File: config.mk
export PLATFORM = sky130hd
export DESIGN_NAME = countdown_timer_ctrl
export DESIGN_NICKNAME = d
export VERILOG_FILES = /design/src/rtl/countdown_timer_ctrl.sv
export SDC_FILE = /design/constraint.sdc
export NUM_CORES = 1
export LEC_CHECK = 0
export CAP_MARGIN = 20
export CORE_MARGIN = 5
export CORE_UTILIZATION = 44
export DETAILED_ROUTE_END_ITERATION = 16
export PLACE_DENSITY = 0.71
export SETUP_SLACK_MARGIN = 0.02
export SLEW_MARGIN = 25
export SYNTH_ARGS = -nofsm -noshare
export SYNTH_HDL_FRONTEND = slang
export SYNTH_SLANG_ARGS = --single-unit
export TNS_END_PERCENT = 30
File: constraint.sdc
create_clock -name clk -period 2.05 [get_ports clk]
set_clock_uncertainty 0.05 [all_clocks]
set_input_delay 0.3075 -clock clk [delete_from_list [all_inputs] [get_ports clk]]
set_output_delay 0.3075 -clock clk [all_outputs]
set_load 0.05 [all_outputs]
File: src/rtl/countdown_timer_ctrl.sv
// Countdown timer: prescaled count-down from a loaded value with
// pause/resume, synchronous clear and registered status pulses.
module countdown_timer_ctrl #(
  parameter int unsigned TICK_DIV = 50000000,
  parameter int unsigned CNT_W    = 8
) (
  input  logic             clk,
  input  logic             reset,
  input  logic             start,
  input  logic             pause,
  input  logic             clear,
  input  logic [CNT_W-1:0] load_val,
  output logic [CNT_W-1:0] count,
  output logic             busy,
  output logic             paused,
  output logic             tick,
  output logic             done
);

  localparam int unsigned PW = $clog2(TICK_DIV);
  localparam logic [PW-1:0] PRE_TERM = PW'(TICK_DIV - 1);

  localparam logic [1:0] S_IDLE  = 2'd0;
  localparam logic [1:0] S_RUN   = 2'd1;
  localparam logic [1:0] S_PAUSE = 2'd2;
  localparam logic [1:0] S_DONE  = 2'd3;

  logic [1:0]       state_q, state_d;
  logic [PW-1:0]    pre_q, pre_d;
  logic [CNT_W-1:0] cnt_q, cnt_d;
  logic             busy_q, busy_d;
  logic             paused_q, paused_d;
  logic             tick_q, tick_d;
  logic             done_q, done_d;

  always_comb begin
    state_d = state_q;
    pre_d   = pre_q;
    cnt_d   = cnt_q;
    tick_d  = 1'b0;
    // The completion pulse follows the DONE cycle, so it never meets the last tick.
    done_d  = (state_q == S_DONE);
    if (clear) begin
      state_d = S_IDLE;
      pre_d   = '0;
      cnt_d   = '0;
    end else begin
      unique case (1'b1)
        (state_q == S_IDLE): begin
          pre_d = '0;
          if (start) begin
            if (load_val != '0) begin
              state_d = S_RUN;
              cnt_d   = load_val;
            end else begin
              state_d = S_DONE;
              cnt_d   = '0;
            end
          end
        end
        (state_q == S_RUN): begin
          if (pause) begin
            state_d = S_PAUSE;
          end else if (pre_q == PRE_TERM) begin
            pre_d  = '0;
            tick_d = 1'b1;
            cnt_d  = (cnt_q == '0) ? '0 : cnt_q - CNT_W'(1);
            if (cnt_q <= CNT_W'(1)) begin
              state_d = S_DONE;
            end
          end else begin
            pre_d = pre_q + PW'(1);
          end
        end
        (state_q == S_PAUSE): begin
          if (start) begin
            state_d = S_RUN;
          end
        end
        (state_q == S_DONE): begin
          state_d = S_IDLE;
          pre_d   = '0;
          cnt_d   = '0;
        end
        default: begin
          state_d = S_IDLE;
          pre_d   = '0;
          cnt_d   = '0;
        end
      endcase
    end
    busy_d   = (state_d == S_RUN) || (state_d == S_PAUSE);
    paused_d = (state_d == S_PAUSE);
  end

  always_ff @(posedge clk or negedge reset) begin
    if (!reset) begin
      state_q  <= S_IDLE;
      pre_q    <= '0;
      cnt_q    <= '0;
      busy_q   <= 1'b0;
      paused_q <= 1'b0;
      tick_q   <= 1'b0;
      done_q   <= 1'b0;
    end else begin
      state_q  <= state_d;
      pre_q    <= pre_d;
      cnt_q    <= cnt_d;
      busy_q   <= busy_d;
      paused_q <= paused_d;
      tick_q   <= tick_d;
      done_q   <= done_d;
    end
  end

  assign count  = cnt_q;
  assign busy   = busy_q;
  assign paused = paused_q;
  assign tick   = tick_q;
  assign done   = done_q;

endmodule

==> results.json <==
{
  "clockBufferDepth": 2,
  "syn-instance-count": 269,
  "grt_max_degree": 41,
  "io_pins": 25,
  "outcome": "finished with violations",
  "drv_cap": 0,
  "overflow": 0,
  "port_buffers": 24,
  "yosys.area.top_type": "dfrtp_1",
  "cts.htree.levels": 2,
  "slowest_stage": "or4b_4",
  "tightestPinTransition_ns": 0.521,
  "first_pass_iters": 4,
  "final_hold_viol_count": 0,
  "max_stage_delay_ns": 0.55,
  "regToRegStartpoint": "pre_q[16]",
  "grt.total_usage": 0.188,
  "synth_edf_count": 0,
  "crit_buf_inv": 2,
  "yosys-top-cells-count": "dfrtp_1 (40), nor2_1 (33), nand2_1 (21)",
  "drive_above_1_share": 0.274,
  "arrival_ns": 2.30,
  "synth.distinct_cells": 55,
  "path_clk_slew_ns": 0.09,
  "reg2reg_depth": 7,
  "relSlewSlack": 0.653,
  "fin_crit_sh": 1.06,
  "grt_pass1_vias": 2323,
  "syn_avg_cell_area_um2": 9.12,
  "avgRoutedWirePerCell_um": 15.9,
  "syn_area_mm2": 0.00245,
  "routed_wl_um": 6520,
  "drt_iter0_markers": 132,
  "crit_fanout": 6,
  "worstReg2RegEnd": "pre_q[13]",
  "cp_top_family": "simple AND/OR/NAND/NOR gates",
  "pre_cts_slack_ns": -0.103,
  "path_class": "reg2reg",
  "r2r_slack_ns": -0.11,
  "synth_area_leaders": "dfrtp_1 (41%), nor2_1 (5.0%), nand4_1 (3.6%)",
  "synthFlopType": "dfrtp_1",
  "initial_utilization": 0.448,
  "failed_checks": "setup timing",
  "fillers": 481,
  "endpoint_kind": "flop",
  "setup_viol": 28,
  "cts_sinks": 40,
  "ant_nets": 0,
  "finalMaxSlewViolations": 0,
  "dp_hpwl_um": 4560,
  "via_per_inst": 5.65,
  "clock_latency_ns": 0.30,
  "fp.dieW_um": 84.7,
  "rows": 27,
  "rsz0062_at_grt": "yes",
  "drc": 0,
  "p_leak_nw": 1.48,
  "cts_buffers": 5,
  "synthArstFlopShare": 1.00,
  "syn_nets": 287,
  "diodes": 0,
  "finalPower_mw": 2.08,
  "yosysWarningCount": 0,
  "critical_path_required_ns": 2.19,
  "cts_hold_buffers": 0,
  "cts_tree": "done",
  "core_region_area_mm2": 0.00547,
  "grt_pass1_wl_um": 10900,
  "min_path_type": "in2async",
  "clockRootBuffer": "clkbuf_8",
  "power_density_mw_per_mm2": 625,
  "antenna_found_initial": 0,
  "gp_congestion": 0.868,
  "start_kind": "flop",
  "period_minus_slack_ns": 2.16,
  "seq_area_frac_synth": 0.408,
  "fin_nets": 356,
  "vias": 2321,
  "synth-seq-cells": 40,
  "synth_most_common_cell": "dfrtp_1",
  "clock.fmax_mhz": 462,
  "synth_top_area_share": 0.408,
  "die_area_mm2": 0.00717,
  "die_h_um": 84.7,
  "ir_drop_mv": 0.414,
  "cp_cell_sequence": "or4b_4 -> nor4_4 -> buf_4 -> a31oi_4 -> buf_6 -> a21o_2 -> a22o_1",
  "dpl_cell_area_mm2": 0.00304,
  "synthToLayoutAreaGrowth_pct": 35.7,
  "design_area_mm2": 0.00333,
  "setup_slack_ns": -0.114
}
==> cell type report <==
cell class | instances | area (µm²) | area share
repair buffers | 73 | 659 | 0.198
inverters | 8 | 30.0 | 0.00902
clock buffers | 5 | 68.8 | 0.0207
clock inverters | 3 | 42.5 | 0.0128
multi-input cells | 210 | 1440 | 0.432
flip-flops and latches | 40 | 1000 | 0.301
well taps | 72 | 90.1 | 0.0271
==> routing by layer <==
metal  track usage  routed length [µm]  vias to the layer above
li1              -                   -                     1132
met1         0.237                2770                     1100
met2         0.310                3200                       74
met3        0.0383                 401                       15
met4        0.0878                 153                        0
met5             0                   0                        -
==> logic make-up (layout without fill, tap and decap cells) <==
logic type,after synthesis,after routing,synth area share
AND/OR/NAND/NOR,130,130,0.288
flip-flops,40,40,0.408
adder cells (fa/ha/maj),5,5,0.0255
XOR/XNOR,10,10,0.0357
buffers and inverters,19,89,0.0464
multiplexers,3,3,0.0122
AO/OA/AOI/OAI,62,62,0.184
==> sequential cells by signal, indices dropped and copies added (netlist names) <==
signal / cells
pre_q: 26
done: 1
paused: 1
busy: 1
count: 8
state_q: 2
tick: 1
==> cell usage in the layout, fill, tap and decap left out, types with 3 or more instances in the layout <==
| master | n |
|---|---|
| clkbuf_8 | 5 |
| nor4_1 | 3 |
| nand3_1 | 15 |
| buf_4 | 40 |
| dfrtp_1 | 40 |
| and3_1 | 6 |
| nor2_1 | 32 |
| and2_1 | 3 |
| a21o_2 | 5 |
| nand4_1 | 14 |
| mux2i_1 | 3 |
| o21ai_0 | 6 |
| a21oi_1 | 11 |
| o211ai_1 | 3 |
| nor3_2 | 3 |
| xor2_1 | 9 |
| nor3_1 | 8 |
| ha_1 | 5 |
| inv_1 | 8 |
| clkdlybuf4s50_1 | 21 |
| o21ai_1 | 6 |
| a22o_1 | 7 |
| nor3b_1 | 3 |
| buf_6 | 7 |
| nand2_1 | 19 |
| o31ai_2 | 3 |
==> stage by stage <==
stage | hold slack [ns] | util | setup TNS [ns] | instances
final | 0.00710 | 0.608 | -1.75 | 411
after global routing | 0.0727 | 0.608 | -4.94 | 411
after CTS | 0.0264 | 0.588 | -1.28 | 406
after detailed placement | 0.354 | 0.555 | -1.91 | 396
after global placement | 0.350 | 0.555 | -1.13 | 396
after floorplan | -0.0381 | - | 0 | 269
==> power by group <==
group / internal, mW / switching, mW / leakage (nW)
clock network: 0.361 / 0.297 / 0.0541
logic: 0.234 / 0.327 / 0.874
registers: 0.820 / 0.0426 / 0.549
total: 1.42 / 0.666 / 1.48
==> repair_timing <==
item	CTS	global route
setup buffers	2	5
setup endpoints to repair	27	34
pin swaps	8	12
resized for setup	13	19
==> worst max path at each step <==
| stage | from | to | slack [ns] | cells past startpoint |
|---|---|---|---|---|
| 2_1_floorplan | pre_q[10] | count[2] | 0.001 | 7 |
| 3_3_place_gp | clear | count[0] | -0.08 | 6 |
| 3_5_place_dp | clear | count[0] | -0.10 | 6 |
| 4_1_cts | pre_q[9] | pre_q[20] | -0.1 | 6 |
| 5_1_grt | pre_q[7] | count[5] | -0.20 | 7 |
| 6_report | pre_q[16] | pre_q[13] | -0.11 | 7 |
Note: power is estimated with default switching activity, not from simulation.
